## src/rtl/bus_pkg.sv

```systemverilog
// Shared definitions for the two-master bus arbiter.
//   - Bus field widths (address, data, byte strobes).
//   - Default read data returned to a master whose transfer was aborted.
//   - Arbiter FSM state encoding.
package bus_pkg;

   localparam int unsigned AddrWidth = 32;
   localparam int unsigned DataWidth = 32;
   localparam int unsigned StrbWidth = 4;

   localparam logic [DataWidth-1:0] ErrRdataDefault = 32'hFFFF_FFFF;

   typedef enum logic [1:0] {
      StIdle,
      StBusy,
      StAbort
   } bus_state_e;

endpackage

```

## src/rtl/bus_timeout.sv

```systemverilog
// Loadable up-counter with terminal-count flag, used to bound slave response time.
// Ports:
//   clk_i    clock
//   rst_i    asynchronous active-high reset (count -> 0)
//   clear_i  synchronous clear (count -> 0), has priority over en_i
//   en_i     increment enable
//   tc_o     high while the count equals TermCount
module bus_timeout #(
   parameter int unsigned Width     = 8,
   parameter int unsigned TermCount = 254
) (
   input  logic clk_i,
   input  logic rst_i,
   input  logic clear_i,
   input  logic en_i,
   output logic tc_o
);

   logic [Width-1:0] count_d, count_q;

   always_comb begin
      count_d = count_q;
      if (clear_i) begin
         count_d = '0;
      end else if (en_i) begin
         count_d = count_q + Width'(1);
      end
   end

   always_ff @(posedge clk_i or posedge rst_i) begin
      if (rst_i) begin
         count_q <= '0;
      end else begin
         count_q <= count_d;
      end
   end

   assign tc_o = (count_q == Width'(TermCount));

endmodule

```

## src/rtl/bus_arbiter.sv

```systemverilog
// Two-master round-robin arbiter for a single shared slave bus, with a
// per-transfer timeout that aborts the transfer and returns an error.
// Ports:
//   clk, reset                       clock, asynchronous active-high reset
//   m0_*/m1_* valid,addr,wdata,wstrb master requests (wstrb == 0 means read)
//   m0_*/m1_* ready,rdata,err        completion pulse, read data, abort flag
//   s_valid,s_addr,s_wdata,s_wstrb   request driven onto the slave bus
//   s_ready,s_rdata                  slave acknowledge and read data
//   err_count                        saturating count of timeout aborts
module bus_arbiter
   import bus_pkg::*;
#(
   parameter int unsigned          TIMEOUT   = 255,
   parameter logic [DataWidth-1:0] ERR_RDATA = ErrRdataDefault
) (
   input  logic                 clk,
   input  logic                 reset,
   input  logic                 m0_valid,
   input  logic [AddrWidth-1:0] m0_addr,
   input  logic [DataWidth-1:0] m0_wdata,
   input  logic [StrbWidth-1:0] m0_wstrb,
   output logic                 m0_ready,
   output logic [DataWidth-1:0] m0_rdata,
   output logic                 m0_err,
   input  logic                 m1_valid,
   input  logic [AddrWidth-1:0] m1_addr,
   input  logic [DataWidth-1:0] m1_wdata,
   input  logic [StrbWidth-1:0] m1_wstrb,
   output logic                 m1_ready,
   output logic [DataWidth-1:0] m1_rdata,
   output logic                 m1_err,
   output logic                 s_valid,
   output logic [AddrWidth-1:0] s_addr,
   output logic [DataWidth-1:0] s_wdata,
   output logic [StrbWidth-1:0] s_wstrb,
   input  logic                 s_ready,
   input  logic [DataWidth-1:0] s_rdata,
   output logic [7:0]           err_count
);

   localparam int unsigned CntWidth = $clog2(TIMEOUT);

   bus_state_e state_d, state_q;
   logic       owner_d, owner_q;
   logic       last_d, last_q;
   logic [7:0] err_count_d, err_count_q;

   logic busy, abort, owner_valid, done_ok, timeout_tc;

   assign busy        = (state_q == StBusy);
   assign abort       = (state_q == StAbort);
   assign owner_valid = owner_q ? m1_valid : m0_valid;
   // A slave ack only completes a transfer whose owner is still requesting.
   assign done_ok     = busy && owner_valid && s_ready;

   // Counter is held at zero outside BUSY, so every grant starts from 0.
   bus_timeout #(
      .Width     (CntWidth),
      .TermCount (TIMEOUT - 1)
   ) u_timeout (
      .clk_i   (clk),
      .rst_i   (reset),
      .clear_i (!busy),
      .en_i    (busy),
      .tc_o    (timeout_tc)
   );

   always_comb begin
      state_d     = state_q;
      owner_d     = owner_q;
      last_d      = last_q;
      err_count_d = err_count_q;
      unique case (state_q)
         StIdle: begin
            if (m0_valid || m1_valid) begin
               state_d = StBusy;
               // On contention, grant the master that was not served last.
               owner_d = (m0_valid && m1_valid) ? !last_q : m1_valid;
            end
         end
         StBusy: begin
            if (!owner_valid) begin
               state_d = StIdle;
            end else if (s_ready) begin
               state_d = StIdle;
               last_d  = owner_q;
            end else if (timeout_tc) begin
               state_d = StAbort;
            end
         end
         StAbort: begin
            state_d = StIdle;
            last_d  = owner_q;
            if (err_count_q != 8'hFF) begin
               err_count_d = err_count_q + 8'd1;
            end
         end
         default: state_d = StIdle;
      endcase
   end

   always_ff @(posedge clk or posedge reset) begin
      if (reset) begin
         state_q     <= StIdle;
         owner_q     <= 1'b0;
         last_q      <= 1'b1;
         err_count_q <= 8'd0;
      end else begin
         state_q     <= state_d;
         owner_q     <= owner_d;
         last_q      <= last_d;
         err_count_q <= err_count_d;
      end
   end

   always_comb begin
      s_valid  = busy;
      s_addr   = '0;
      s_wdata  = '0;
      s_wstrb  = '0;
      m0_ready = 1'b0;
      m0_err   = 1'b0;
      m0_rdata = '0;
      m1_ready = 1'b0;
      m1_err   = 1'b0;
      m1_rdata = '0;
      if (busy) begin
         s_addr  = owner_q ? m1_addr  : m0_addr;
         s_wdata = owner_q ? m1_wdata : m0_wdata;
         s_wstrb = owner_q ? m1_wstrb : m0_wstrb;
      end
      if (done_ok || abort) begin
         if (owner_q) begin
            m1_ready = 1'b1;
            m1_err   = abort;
            m1_rdata = abort ? ERR_RDATA : s_rdata;
         end else begin
            m0_ready = 1'b1;
            m0_err   = abort;
            m0_rdata = abort ? ERR_RDATA : s_rdata;
         end
      end
   end

   assign err_count = err_count_q;

endmodule

```

## config.mk

```make
export PLATFORM = sky130hd
export DESIGN_NAME = bus_arbiter
export DESIGN_NICKNAME = d
export VERILOG_FILES = /design/src/rtl/bus_pkg.sv /design/src/rtl/bus_timeout.sv /design/src/rtl/bus_arbiter.sv
export SDC_FILE = /design/constraint.sdc
export NUM_CORES = 1
export LEC_CHECK = 0
export ABC_AREA = 0
export CORE_AREA = 4 4 121 123
export CTS_CLUSTER_SIZE = 14
export DETAILED_ROUTE_END_ITERATION = 10
export DIE_AREA = 0 0 125 127
export DONT_BUFFER_PORTS = 1
export PLACE_DENSITY = 0.38
export SYNTH_ARGS = -nofsm -noshare
export SYNTH_HDL_FRONTEND = slang
export SYNTH_SLANG_ARGS = --single-unit
```

## constraint.sdc

```tcl
create_clock -name clk -period 1.8 [get_ports clk]
set_clock_uncertainty 0.2 [all_clocks]
set_input_delay 0.45 -clock clk [delete_from_list [all_inputs] [get_ports clk]]
set_output_delay 0.45 -clock clk [all_outputs]
set_load 0.05 [all_outputs]
```

==> results of run 1 <==
==> layout make-up <==
cell class	instances	area share (%)
Clock buffer	4	1.12
Timing Repair Buffer	201	47.1
Inverter	6	0.396
Tap cell	180	2.85
Multi-Input combinational cell	311	42.1
Sequential cell	20	6.43
==> cells in the final DEF (no fill, tap or decap), types with 2 or more instances in the layout <==
master       n
a21o_1       3
a21oi_1      7
and2_1       5
and3_1       5
and4_1       2
buf_12     149
buf_16       9
buf_4       24
buf_6       10
buf_8        3
bufbuf_16    2
clkbuf_16    6
dfrtp_1     16
dfrtp_2      2
ha_1         4
inv_1        2
inv_2        2
mux2i_1     28
mux2i_2     29
mux2i_4     12
nand2_1     10
nand3_1      7
nand4_1      2
nor2_1      18
nor2_2      18
nor2_4      63
nor2b_1      2
nor2b_4     69
o21ai_1      2
xnor2_1      6
xor2_1       4
==> Yosys cell counts <==
library cell / count / area share (%)
dfstp_2: 1 / 0.94
o21ai_0: 1 / 0.18
a31oi_1: 1 / 0.22
buf_12: 3 / 2.1
and4_1: 2 / 0.63
a22o_1: 1 / 0.31
buf_4: 9 / 2.4
buf_6: 1 / 0.40
o21ai_1: 2 / 0.36
xor2_1: 4 / 1.3
nor3_1: 1 / 0.18
clkbuf_1: 7 / 0.94
nand3_1: 7 / 1.3
nor2b_1: 71 / 16
nor3b_1: 1 / 0.27
or3_1: 1 / 0.22
a21oi_1: 7 / 1.3
a21o_1: 3 / 0.80
xnor2_1: 6 / 1.9
or2_1: 1 / 0.22
buf_2: 8 / 1.4
inv_1: 5 / 0.67
and2_1: 6 / 1.3
mux2_1: 1 / 0.40
a32o_1: 1 / 0.36
ha_1: 6 / 2.7
o21ai_2: 1 / 0.31
mux2i_1: 69 / 25
inv_2: 1 / 0.13
dfrtp_1: 19 / 17
and3_1: 6 / 1.3
nand4_1: 2 / 0.45
nand2_1: 10 / 1.3
nor2_1: 70 / 9.4
nor2_2: 29 / 6.5
a21boi_1: 1 / 0.27
==> kinds of logic after synthesis <==
group	share of synthesized area, %
and+or+nand+nor	39.0
muxes	25.1
buffers and inverters	8.14
DFF	17.9
AOI/OAI and AO/OA	4.07
xor gates and xnor gates	3.13
adders and majority gates	2.68
==> per-layer routing <==
metal	vias to the layer above	global-route usage [%]	routed length, um
met5	-	0	0
met4	0	3.57	248
met3	14	5.18	1180
met2	181	34.6	8480
met1	1540	17.6	4750
li1	1562	-	-
==> repair_timing <==
item / 4_1_cts / 5_1_grt
setup buffers: 10 / 2
setup endpoints to repair: 140 / 146
pin swaps: 1 / 1
hold endpoints to repair: 19 / 0
resized for setup: 99 / 16
hold buffers: 1 / 0
cloned: 11 / 3
==> worst max-delay path by stage <==
stage	startpoint	end	slack, ns
floorplan	state_q[1]	m0_rdata[10]	-0.51
global placement	state_q[0]	m0_rdata[23]	-0.39
detailed placement	state_q[0]	m0_rdata[23]	-0.40
CTS	state_q[0]	m1_rdata[30]	-0.62
global route	state_q[0]	m1_rdata[26]	-0.67
finish	state_q[0]	m1_rdata[26]	-0.61
==> worst register-to-register path: stages, from the launching register on <==
cell and delay (ns):
dfrtp_4 0.50, buf_8 0.15, buf_12 0.13, buf_16 0.15, buf_8 0.13, buf_12 0.12, mux2i_2 0.14, nor3b_2 0.24
a21o_1 0.16, a21oi_1 0.06
==> flip-flops by register name, indices dropped and copies added (netlist names) <==
| signal | flops |
|---|---|
| err_count | 8 |
| last_q | 1 |
| owner_q | 1 |
| state_q | 2 |
| u_timeout.count_q | 8 |
==> power by group through the flow <==
stage / logic [mW] / clock network, mW / registers (mW)
5_1_grt: 12.3 / 0.532 / 0.605
3_3_place_gp: 9.96 / 0 / 0.602
3_5_place_dp: 10.0 / 0 / 0.602
6_report: 11.9 / 0.501 / 0.594
4_1_cts: 11.9 / 0.513 / 0.588
2_1_floorplan: 6.04 / 0 / 0.573
==> flow_summary.html, run 1 <==
<table>
<tr><th>Metric</th><th>Value</th></tr>
<tr><th colspan="2">Run status</th></tr>
<tr><td>Run status</td><td>finished with violations</td></tr>
<tr><td>Failing checks</td><td>setup timing</td></tr>
<tr><th colspan="2">Place</th></tr>
<tr><td>Placed cell count</td><td>698</td></tr>
<tr><td>Count of buffers from port buffering</td><td>0</td></tr>
<tr><td>Detailed-placement wirelength estimate</td><td>11.2 mm</td></tr>
<tr><td>Final GP Congestion</td><td>0.765</td></tr>
<tr><td>Worst setup timing slack at the placement stage</td><td>-0.397 ns</td></tr>
<tr><td>Cell area after placement</td><td>6940 um^2</td></tr>
<tr><th colspan="2">Power</th></tr>
<tr><td>Net switching fraction of the power</td><td>45.7%</td></tr>
<tr><td>Areal power density over the cells</td><td>1640 nW/um^2</td></tr>
<tr><td>Leakage power</td><td>3.30 nW</td></tr>
<tr><td>Net switching power figure</td><td>5.92 mW</td></tr>
<tr><td>Clock Power Share</td><td>3.9%</td></tr>
<tr><td>Internal portion of total power</td><td>7.04 mW</td></tr>
<tr><td>Max IR drop VDD</td><td>1.22 mV</td></tr>
<tr><td>Total power</td><td>13.0 mW</td></tr>
<tr><td>Part of the total power dissipated in sequential elements</td><td>4.6%</td></tr>
<tr><td>Part of the power in combinational logic</td><td>91.5%</td></tr>
<tr><th colspan="2">Drt</th></tr>
<tr><td>Initial DRC Count</td><td>46</td></tr>
<tr><td>Ratio of routed vias to standard cells</td><td>4.57</td></tr>
<tr><td>Routed via count</td><td>3297</td></tr>
<tr><td>Total iterations of the first detailed-routing run</td><td>4</td></tr>
<tr><td>Number of antenna-violating nets in the routed design</td><td>0</td></tr>
<tr><td>Routed wire per std cell</td><td>20.3 um</td></tr>
<tr><td>Number of remaining DRC errors</td><td>0</td></tr>
<tr><td>Wire length reported by the detailed router</td><td>14.7 mm</td></tr>
<tr><th colspan="2">Global routing</th></tr>
<tr><td>GRT Residual Overflow</td><td>0</td></tr>
<tr><td>First-pass GRT wire length</td><td>21.7 mm</td></tr>
<tr><td>Total global-route track usage</td><td>17.3%</td></tr>
<tr><td>Vias in the first global route</td><td>3690</td></tr>
<tr><td>Initial antenna violation count</td><td>0</td></tr>
<tr><td>Pin count of the biggest net entering global routing</td><td>24</td></tr>
<tr><th colspan="2">Floorplan</th></tr>
<tr><td>Cell Rows</td><td>43</td></tr>
<tr><td>Number of top-level design ports</td><td>318</td></tr>
<tr><td>Die Area</td><td>15900 um^2</td></tr>
<tr><td>Core footprint</td><td>13700 um^2</td></tr>
<tr><td>Width of the die</td><td>125 um</td></tr>
<tr><td>Y dimension of the die</td><td>127 um</td></tr>
<tr><td>Initial core utilization</td><td>20.5%</td></tr>
<tr><th colspan="2">Setup path</th></tr>
<tr><td>Crit end category</td><td>primary output</td></tr>
<tr><td>Setup slack, reg-to-reg</td><td>-0.29 ns</td></tr>
<tr><td>Critical path, cell by cell</td><td>buf_6 -&gt; ha_4 -&gt; and3_4 -&gt; o21ai_4 -&gt; buf_12 -&gt; buf_12 -&gt; nor2_4 -&gt; buf_12</td></tr>
<tr><td>Slowest Stage Delay on Critical Path</td><td>0.40 ns</td></tr>
<tr><td>Required @ worst endpoint</td><td>1.15 ns</td></tr>
<tr><td>Master of the slowest instance on the critical path</td><td>dfrtp_1</td></tr>
<tr><td>Gate family responsible for the most delay along the worst path</td><td>buffers and inverters</td></tr>
<tr><td>Endpoint of the most critical register-to-register path</td><td>state_q[0]</td></tr>
<tr><td>Number of cells on the critical path</td><td>8</td></tr>
<tr><td>Most numerous cell on the critical path</td><td>buf_12</td></tr>
<tr><td>Worst Setup Start Kind</td><td>flip-flop</td></tr>
<tr><td>Buffering stage count on the worst path with inverters included</td><td>4</td></tr>
<tr><td>Class of the most critical setup path</td><td>flip-flop to primary output</td></tr>
<tr><td>Worst path arrival time</td><td>1.76 ns</td></tr>
<tr><td>Reg2Reg Depth</td><td>9</td></tr>
<tr><td>Highest net fanout along the worst path</td><td>11</td></tr>
<tr><td>Worst reg2reg path startpoint</td><td>owner_q</td></tr>
<tr><th colspan="2">STA</th></tr>
<tr><td>FMAX</td><td>415 MHz</td></tr>
<tr><td>Final worst-path cycle share</td><td>134%</td></tr>
<tr><td>Setup-violating endpoint count in the final report</td><td>139</td></tr>
<tr><td>Final critical delay including setup and external delays</td><td>2.41 ns</td></tr>
<tr><td>Slew at the pin closest to its max-slew limit</td><td>0.384 ns</td></tr>
<tr><td>Accumulated negative setup slack</td><td>-71.72 ns</td></tr>
<tr><td>Setup repair after global routing missed its margin</td><td>true</td></tr>
<tr><td>Worst slew margin relative to its limit</td><td>74.3%</td></tr>
<tr><td>Final hold violation count</td><td>0</td></tr>
<tr><td>Final hold slack</td><td>0.167 ns</td></tr>
<tr><td>Count of final max-slew check failures</td><td>0</td></tr>
<tr><td>Worst setup margin</td><td>-0.609 ns</td></tr>
<tr><th colspan="2">Synthesis</th></tr>
<tr><td>Post-Synthesis Net Count</td><td>544</td></tr>
<tr><td>Area of the mapped netlist</td><td>2800 um^2</td></tr>
<tr><td>Part of the Yosys area used for sequential elements</td><td>17.9%</td></tr>
<tr><td>Number of library cell types mapped by synthesis</td><td>36</td></tr>
<tr><td>Cells after Synth</td><td>365</td></tr>
<tr><td>#FFs+latches synth</td><td>20</td></tr>
<tr><td>YS warnings</td><td>0</td></tr>
<tr><td>Post-synthesis area per instance</td><td>7.67 um^2</td></tr>
<tr><th colspan="2">Hold path</th></tr>
<tr><td>Worst min-delay path endpoint</td><td>owner_q</td></tr>
<tr><td>Class of the tightest hold or removal check</td><td>primary input to flip-flop</td></tr>
<tr><td>Hold path cells</td><td>1</td></tr>
<tr><td>Startpoint of the most critical hold path</td><td>m1_valid</td></tr>
<tr><th colspan="2">Cells and area</th></tr>
<tr><td>Final-layout fill cell count</td><td>1118</td></tr>
<tr><td>Number of nets in the layout</td><td>722</td></tr>
<tr><td>Area of the multi-input gates</td><td>3330 um^2</td></tr>
<tr><td># diodes</td><td>0</td></tr>
<tr><td>Number of standard cells in the layout, taps in and fillers out</td><td>722</td></tr>
<tr><td>Share of cells above drive strength 1</td><td>75.6%</td></tr>
<tr><td>Final Core Density</td><td>57.8%</td></tr>
<tr><td>Growth of design area from synthesis to finish</td><td>182%</td></tr>
<tr><td>Total area of sequential cells</td><td>508 um^2</td></tr>
<tr><td>Cell area after layout</td><td>7900 um^2</td></tr>
<tr><th colspan="2">Clocking</th></tr>
<tr><td>Worst-path clk slew</td><td>0.05 ns</td></tr>
<tr><td>CTS Sinks</td><td>20</td></tr>
<tr><td>Number of buffers created by CTS</td><td>3</td></tr>
<tr><td>Root buffer cell</td><td>clkbuf_16</td></tr>
<tr><td>Max clock buf depth</td><td>2</td></tr>
<tr><td>CTS tree</td><td>done</td></tr>
<tr><td>Worst-Skew Late Latency</td><td>0.25 ns</td></tr>
<tr><td>Depth of the CTS H-tree</td><td>1</td></tr>
<tr><th colspan="2">Job</th></tr>
<tr><td>Max-cap violation count</td><td>0</td></tr>
</table>
No activity file was read; power rests on OpenSTA's default activity.
==> inputs of run 2 (changes only) <==
CORE_AREA = 4 4 122 124   (was 4 4 121 123)
DIE_AREA = 0 0 126 128   (was 0 0 125 127)
PLACE_DENSITY = 0.37   (was 0.38)
==> run 2 against run 1 <==
Compared with the run above: the flow still finishes with violations (setup timing); core utilization is 2.7 points higher; sequential share of layout area is 0.34 points lower; sequential cell count did not move; design area is 5.5% higher; highest routed layer unchanged; die area up 1.6%; global-route usage up 0.35 points; combinational power increased by 8%; sequential power about the same; total power grew 7.8%; first-iteration DRC count grew 37%; largest cell class unchanged; worst setup slack improved by 0.0086 ns; final cell count is 1.1% higher.
==> flow_summary.html, run 2 (synthesis results as in run 1) <==
<table>
<tr><th>Metric</th><th>Value</th></tr>
<tr><th colspan="2">Global routing</th></tr>
<tr><td>First-pass GRT wire length</td><td>22.5 mm</td></tr>
<tr><td>Total global-route track usage</td><td>17.6%</td></tr>
<tr><td>GRT Residual Overflow</td><td>0</td></tr>
<tr><td>Initial antenna violation count</td><td>0</td></tr>
<tr><td>Vias in the first global route</td><td>3668</td></tr>
<tr><td>Pin count of the biggest net entering global routing</td><td>21</td></tr>
<tr><th colspan="2">Place</th></tr>
<tr><td>Final GP Congestion</td><td>0.816</td></tr>
<tr><td>Detailed-placement wirelength estimate</td><td>11.3 mm</td></tr>
<tr><td>Count of buffers from port buffering</td><td>0</td></tr>
<tr><th colspan="2">Floorplan</th></tr>
<tr><td>Initial core utilization</td><td>20.3%</td></tr>
<tr><td>Core footprint</td><td>13800 um^2</td></tr>
<tr><td>Number of top-level design ports</td><td>318</td></tr>
<tr><td>Cell Rows</td><td>43</td></tr>
<tr><td>Y dimension of the die</td><td>128 um</td></tr>
<tr><td>Die Area</td><td>16100 um^2</td></tr>
<tr><td>Width of the die</td><td>126 um</td></tr>
<tr><th colspan="2">Drt</th></tr>
<tr><td>Number of antenna-violating nets in the routed design</td><td>0</td></tr>
<tr><td>Routed wire per std cell</td><td>21.3 um</td></tr>
<tr><td>Number of remaining DRC errors</td><td>0</td></tr>
<tr><td>Initial DRC Count</td><td>63</td></tr>
<tr><td>Routed via count</td><td>3369</td></tr>
<tr><td>Ratio of routed vias to standard cells</td><td>4.62</td></tr>
<tr><td>Total iterations of the first detailed-routing run</td><td>4</td></tr>
<tr><td>Wire length reported by the detailed router</td><td>15.6 mm</td></tr>
<tr><th colspan="2">Setup path</th></tr>
<tr><td>Setup slack, reg-to-reg</td><td>0.06 ns</td></tr>
<tr><td>Required @ worst endpoint</td><td>1.15 ns</td></tr>
<tr><td>Crit end category</td><td>primary output</td></tr>
<tr><td>Highest net fanout along the worst path</td><td>10</td></tr>
<tr><td>Worst path arrival time</td><td>1.75 ns</td></tr>
<tr><td>Worst Setup Start Kind</td><td>flip-flop</td></tr>
<tr><td>Worst reg2reg path startpoint</td><td>state_q[1]</td></tr>
<tr><td>Reg2Reg Depth</td><td>7</td></tr>
<tr><td>Endpoint of the most critical register-to-register path</td><td>last_q</td></tr>
<tr><td>Class of the most critical setup path</td><td>flip-flop to primary output</td></tr>
<tr><th colspan="2">STA</th></tr>
<tr><td>Slew at the pin closest to its max-slew limit</td><td>0.485 ns</td></tr>
<tr><td>Count of final max-slew check failures</td><td>0</td></tr>
<tr><td>Worst slew margin relative to its limit</td><td>67.6%</td></tr>
<tr><td>Worst setup margin</td><td>-0.600 ns</td></tr>
<tr><td>Final worst-path cycle share</td><td>133%</td></tr>
<tr><td>Setup-violating endpoint count in the final report</td><td>137</td></tr>
<tr><td>Final hold violation count</td><td>0</td></tr>
<tr><td>Accumulated negative setup slack</td><td>-71.83 ns</td></tr>
<tr><td>Final critical delay including setup and external delays</td><td>2.40 ns</td></tr>
<tr><td>FMAX</td><td>417 MHz</td></tr>
<tr><td>Setup repair after global routing missed its margin</td><td>true</td></tr>
<tr><th colspan="2">Hold path</th></tr>
<tr><td>Startpoint of the most critical hold path</td><td>m1_valid</td></tr>
<tr><td>Class of the tightest hold or removal check</td><td>primary input to flip-flop</td></tr>
<tr><td>Worst min-delay path endpoint</td><td>owner_q</td></tr>
<tr><td>Hold path cells</td><td>1</td></tr>
<tr><th colspan="2">Power</th></tr>
<tr><td>Leakage power</td><td>3.35 nW</td></tr>
<tr><td>Max IR drop VDD</td><td>1.11 mV</td></tr>
<tr><td>Total power</td><td>14.0 mW</td></tr>
<tr><td>Areal power density over the cells</td><td>1680 nW/um^2</td></tr>
<tr><th colspan="2">Cells and area</th></tr>
<tr><td>Commonest non-fill, non-tap cell in the layout</td><td>buf_12</td></tr>
<tr><td>Final-layout fill cell count</td><td>1056</td></tr>
<tr><td>Number of nets in the layout</td><td>730</td></tr>
<tr><td>Growth of design area from synthesis to finish</td><td>198%</td></tr>
<tr><td>Most used cells in the layout excluding fill and tap cells</td><td>buf_12 (150), nor2b_4 (69), nor2_4 (63)</td></tr>
<tr><td>Share of cells above drive strength 1</td><td>80.4%</td></tr>
<tr><td># diodes</td><td>0</td></tr>
<tr><th colspan="2">Clocking</th></tr>
<tr><td>CTS Sinks</td><td>20</td></tr>
<tr><td>Root buffer cell</td><td>clkbuf_16</td></tr>
<tr><td>Depth of the CTS H-tree</td><td>1</td></tr>
<tr><td>Worst-Skew Late Latency</td><td>0.25 ns</td></tr>
<tr><td>Worst-path clk slew</td><td>0.06 ns</td></tr>
<tr><td>Number of buffers created by CTS</td><td>3</td></tr>
<tr><td>Max clock buf depth</td><td>2</td></tr>
<tr><td>CTS tree</td><td>done</td></tr>
<tr><th colspan="2">Run status</th></tr>
<tr><td>Run status</td><td>finished with violations</td></tr>
<tr><td>Failing checks</td><td>setup timing</td></tr>
<tr><th colspan="2">Job</th></tr>
<tr><td>Max-cap violation count</td><td>0</td></tr>
</table>
-- run 2: cell types whose count changed in the layout (fill, tap and decap cells not counted), moves of 2 or more --
cell,before,now
bufbuf_16,2,0
nor2_2,18,13
mux2i_4,12,33
buf_6,10,15
mux2i_2,29,36
mux2i_1,28,0
buf_16,9,13
nor2_1,18,23
-- run 2: timing repair --
item / CTS / global route
pin swaps: 3 / 2
buffers inserted: 17 / 7
endpoints found under the hold margin: 9 / 0
hold buffers: 1 / 0
setup endpoints to repair: 142 / 140
gates cloned: 14 / 4
resized for setup: 130 / 34
-- run 2: per-layer routing --
layer,track usage (%),up-vias,wire length (um)
li1,-,1580,-
met4,2.02,0,221
met5,0,-,0
met3,5.04,11,1240
met1,18.7,1590,5090
met2,35.2,188,9000
-- run 2: critical path, cell delays in order (launching register included) --
cell	delay (ns)
dfrtp_1	0.42
ha_4	0.20
and3_4	0.15
o21ai_4	0.21
buf_12	0.15
buf_12	0.16
nor2_4	0.05
buf_12	0.16
-- run 2: final cells by class --
cell class                      instances  area [um^2]  area share [%]
Timing Repair Buffer                  209         3850            46.1
Multi-Input combinational cell        311         3630            43.5
Sequential cell                        20          508            6.09
Tap cell                              180          225            2.70
Clock buffer                            3         75.1           0.900
Clock inverter                          1         30.0           0.360
Inverter                                6         26.3           0.315
-- run 2: how the worst max path moves through the flow --
stage | start | endpoint | slack, ns | depth (start not counted)
6_report | state_q[0] | m1_rdata[2] | -0.60 | 7
5_1_grt | state_q[0] | m1_rdata[20] | -0.65 | 7
4_1_cts | owner_q | s_wdata[18] | -0.60 | 6
3_5_place_dp | state_q[0] | m1_rdata[24] | -0.43 | 6
3_3_place_gp | state_q[0] | m1_rdata[24] | -0.41 | 6
2_1_floorplan | state_q[1] | m0_rdata[10] | -0.51 | 8
-- run 2: metrics by stage --
step | utilization [%] | instances | hold WS, ns | area (um^2) | setup WS (ns)
after floorplan | - | 365 | 0.213 | 3810 | -0.514
after global placement | 50.1 | 698 | 0.158 | 6900 | -0.412
after detailed placement | 50.1 | 698 | 0.178 | 6900 | -0.427
after CTS | 58.5 | 723 | 0.178 | 8060 | -0.605
after global routing | 60.5 | 730 | 0.180 | 8340 | -0.648
final | 60.5 | 730 | 0.181 | 8340 | -0.600
-- run 2: where the power goes --
| part | internal (mW) | leakage, nW | switching (mW) | total (mW) |
|---|---|---|---|---|
| Clock | 0.441 | 0.0511 | 0.170 | 0.611 |
| Sequential | 0.525 | 0.265 | 0.0712 | 0.596 |
| Combinational | 6.77 | 3.03 | 6.00 | 12.8 |
==> inputs of run 3 (changes only) <==
CORE_AREA = 4 4 121 123   (was 4 4 122 124)
CTS_CLUSTER_SIZE = 10   (was 14)
DIE_AREA = 0 0 125 127   (was 0 0 126 128)
PLACE_DENSITY = 0.38   (was 0.37)
clock period = 2.2 ns   (was 1.8 ns; I/O delays follow)
==> run 3 against run 2 <==
Compared with the run above: the flow still finishes with violations (setup timing); first-iteration DRC count decreased by 3.2%; highest routed layer unchanged; sequential cell count did not move; routed wire length shrank 19%; worst setup slack improved by 0.32 ns; final cell count fell by 4.7%; sequential power down 18%; via count decreased by 6.8%; design area down 15%; largest power group unchanged; critical path type unchanged; critical path depth grew 1.
==> flow_summary.html, run 3 (synthesis results as in run 1) <==
<table>
<tr><th>Metric</th><th>Value</th></tr>
<tr><th colspan="2">Power</th></tr>
<tr><td>Leakage power</td><td>3.08 nW</td></tr>
<tr><td>Max IR drop VDD</td><td>1.00 mV</td></tr>
<tr><td>Areal power density over the cells</td><td>1260 nW/um^2</td></tr>
<tr><td>Total power</td><td>8.98 mW</td></tr>
<tr><th colspan="2">Floorplan</th></tr>
<tr><td>Y dimension of the die</td><td>127 um</td></tr>
<tr><td>Cell Rows</td><td>43</td></tr>
<tr><td>Initial core utilization</td><td>20.5%</td></tr>
<tr><td>Core footprint</td><td>13700 um^2</td></tr>
<tr><td>Die Area</td><td>15900 um^2</td></tr>
<tr><td>Number of top-level design ports</td><td>318</td></tr>
<tr><td>Width of the die</td><td>125 um</td></tr>
<tr><th colspan="2">Setup path</th></tr>
<tr><td>Startpoint of the most critical setup path</td><td>state_q[0]</td></tr>
<tr><td>Highest net fanout along the worst path</td><td>9</td></tr>
<tr><td>Worst path arrival time</td><td>1.73 ns</td></tr>
<tr><td>Required @ worst endpoint</td><td>1.45 ns</td></tr>
<tr><td>Crit end category</td><td>primary output</td></tr>
<tr><td>Worst Setup Start Kind</td><td>flip-flop</td></tr>
<tr><td>Worst reg2reg path startpoint</td><td>state_q[1]</td></tr>
<tr><td>Class of the most critical setup path</td><td>flip-flop to primary output</td></tr>
<tr><th colspan="2">Drt</th></tr>
<tr><td>Routed via count</td><td>3141</td></tr>
<tr><td>Total iterations of the first detailed-routing run</td><td>4</td></tr>
<tr><td>Ratio of routed vias to standard cells</td><td>4.51</td></tr>
<tr><td>Initial DRC Count</td><td>61</td></tr>
<tr><td>Wire length reported by the detailed router</td><td>12.7 mm</td></tr>
<tr><td>Number of antenna-violating nets in the routed design</td><td>0</td></tr>
<tr><td>Routed wire per std cell</td><td>18.2 um</td></tr>
<tr><td>Number of remaining DRC errors</td><td>0</td></tr>
<tr><th colspan="2">Clocking</th></tr>
<tr><td>Worst-path clk slew</td><td>0.06 ns</td></tr>
<tr><td>Number of buffers created by CTS</td><td>3</td></tr>
<tr><td>CTS Sinks</td><td>20</td></tr>
<tr><td>Root buffer cell</td><td>clkbuf_16</td></tr>
<tr><td>Max clock buf depth</td><td>2</td></tr>
<tr><td>Worst-Skew Late Latency</td><td>0.25 ns</td></tr>
<tr><td>Depth of the CTS H-tree</td><td>1</td></tr>
<tr><td>CTS tree</td><td>done</td></tr>
<tr><td>CTS hold repair buffers</td><td>0</td></tr>
<tr><th colspan="2">STA</th></tr>
<tr><td>Count of final max-slew check failures</td><td>0</td></tr>
<tr><td>Worst slew margin relative to its limit</td><td>66.2%</td></tr>
<tr><td>Slew at the pin closest to its max-slew limit</td><td>0.506 ns</td></tr>
<tr><td>Setup-violating endpoint count in the final report</td><td>137</td></tr>
<tr><td>Worst setup margin</td><td>-0.280 ns</td></tr>
<tr><td>FMAX</td><td>403 MHz</td></tr>
<tr><td>Final worst-path cycle share</td><td>113%</td></tr>
<tr><td>Final critical delay including setup and external delays</td><td>2.48 ns</td></tr>
<tr><td>Final hold violation count</td><td>0</td></tr>
<tr><td>Setup repair after global routing missed its margin</td><td>true</td></tr>
<tr><th colspan="2">Job</th></tr>
<tr><td>Max-cap violation count</td><td>0</td></tr>
<tr><th colspan="2">Global routing</th></tr>
<tr><td>Total global-route track usage</td><td>14.8%</td></tr>
<tr><td>Pin count of the biggest net entering global routing</td><td>40</td></tr>
<tr><td>GRT Residual Overflow</td><td>0</td></tr>
<tr><td>First-pass GRT wire length</td><td>19.1 mm</td></tr>
<tr><td>Vias in the first global route</td><td>3468</td></tr>
<tr><td>Initial antenna violation count</td><td>0</td></tr>
<tr><th colspan="2">Cells and area</th></tr>
<tr><td># diodes</td><td>0</td></tr>
<tr><td>Commonest non-fill, non-tap cell in the layout</td><td>buf_12</td></tr>
<tr><td>Most used cells in the layout excluding fill and tap cells</td><td>buf_12 (146), nor2b_4 (69), mux2i_1 (65)</td></tr>
<tr><td>Number of nets in the layout</td><td>696</td></tr>
<tr><td>Cell area after layout</td><td>7130 um^2</td></tr>
<tr><td>Share of cells above drive strength 1</td><td>67.2%</td></tr>
<tr><td>Growth of design area from synthesis to finish</td><td>155%</td></tr>
<tr><th colspan="2">Place</th></tr>
<tr><td>Final GP Congestion</td><td>0.806</td></tr>
<tr><td>Cell area after placement</td><td>6870 um^2</td></tr>
<tr><td>Detailed-placement wirelength estimate</td><td>11.2 mm</td></tr>
<tr><td>Worst setup timing slack at the placement stage</td><td>-0.0710 ns</td></tr>
<tr><td>Count of buffers from port buffering</td><td>0</td></tr>
<tr><th colspan="2">Hold path</th></tr>
<tr><td>Class of the tightest hold or removal check</td><td>primary input to asynchronous set/reset pin</td></tr>
<tr><th colspan="2">Run status</th></tr>
<tr><td>Failing checks</td><td>setup timing</td></tr>
<tr><td>Run status</td><td>finished with violations</td></tr>
</table>
[run 3: cell types whose count changed in the layout (fill, tap and decap cells not counted), sizes merged]
| cell | change |
|---|---|
| buf | -30 |
| clkbuf | -2 |
| bufinv | -1 |
| dlygate4sd3 | -1 |
[run 3: final cells by class]
cell class | instances | area, um^2
Fill cell | 1197 | 6540
Timing Repair Buffer | 175 | 3200
Multi-Input combinational cell | 311 | 3090
Sequential cell | 20 | 505
Tap cell | 180 | 225
Clock buffer | 4 | 78.8
Inverter | 6 | 28.8
[run 3: final timing paths]
check,to,slack (ns),cells past startpoint
setup / recovery,m1_rdata[2],-0.28,8
hold / removal,u_timeout.count_q[2],0.01,1
setup reg to reg,last_q,0.13,7
hold reg to reg,u_timeout.count_q[0],0.31,1
max in group asynchronous,err_count[7],1.28,2
min in group clk,owner_q,0.30,1
[run 3: stage by stage]
stage	TNS, ns	hold WS, ns	utilization, %	std cells
finish	-28.01	0.0125	52.2	696
global placement	-1.13	0.295	50.3	690
global route	-38.80	0.0647	52.2	696
CTS	-31.27	0.0299	52.0	696
detailed placement	-2.00	0.299	50.3	690
floorplan	-12.14	0.270	-	365
[run 3: layer usage]
layer / up-vias / global-route usage [%] / share of wire (%)
li1: 1490 / - / -
met1: 1454 / 14.9 / 33
met2: 184 / 30.1 / 57
met3: 13 / 4.14 / 8.2
met4: 0 / 3.44 / 2.0
met5: - / 0 / 0
[run 3: power by group]
group	internal (mW)	leakage [nW]	switching, mW
sequential	0.430	0.268	0.0601
clock	0.246	0.0382	0.128
combinational	3.92	2.77	4.20
[run 3: repair_timing]
action,in CTS,in global routing
gates resized for setup,38,7
setup endpoints to repair,137,137
setup buffers,1,1
cloned,1,0
endpoints found under the hold margin,0,0
[run 3: critical path, cell delays in order (launching register included)]
cell	delay (ns)
dfrtp_1	0.39
buf_6	0.13
ha_4	0.15
and3_4	0.15
o21ai_4	0.13
buf_12	0.17
buf_12	0.16
nor2_4	0.04
buf_12	0.16
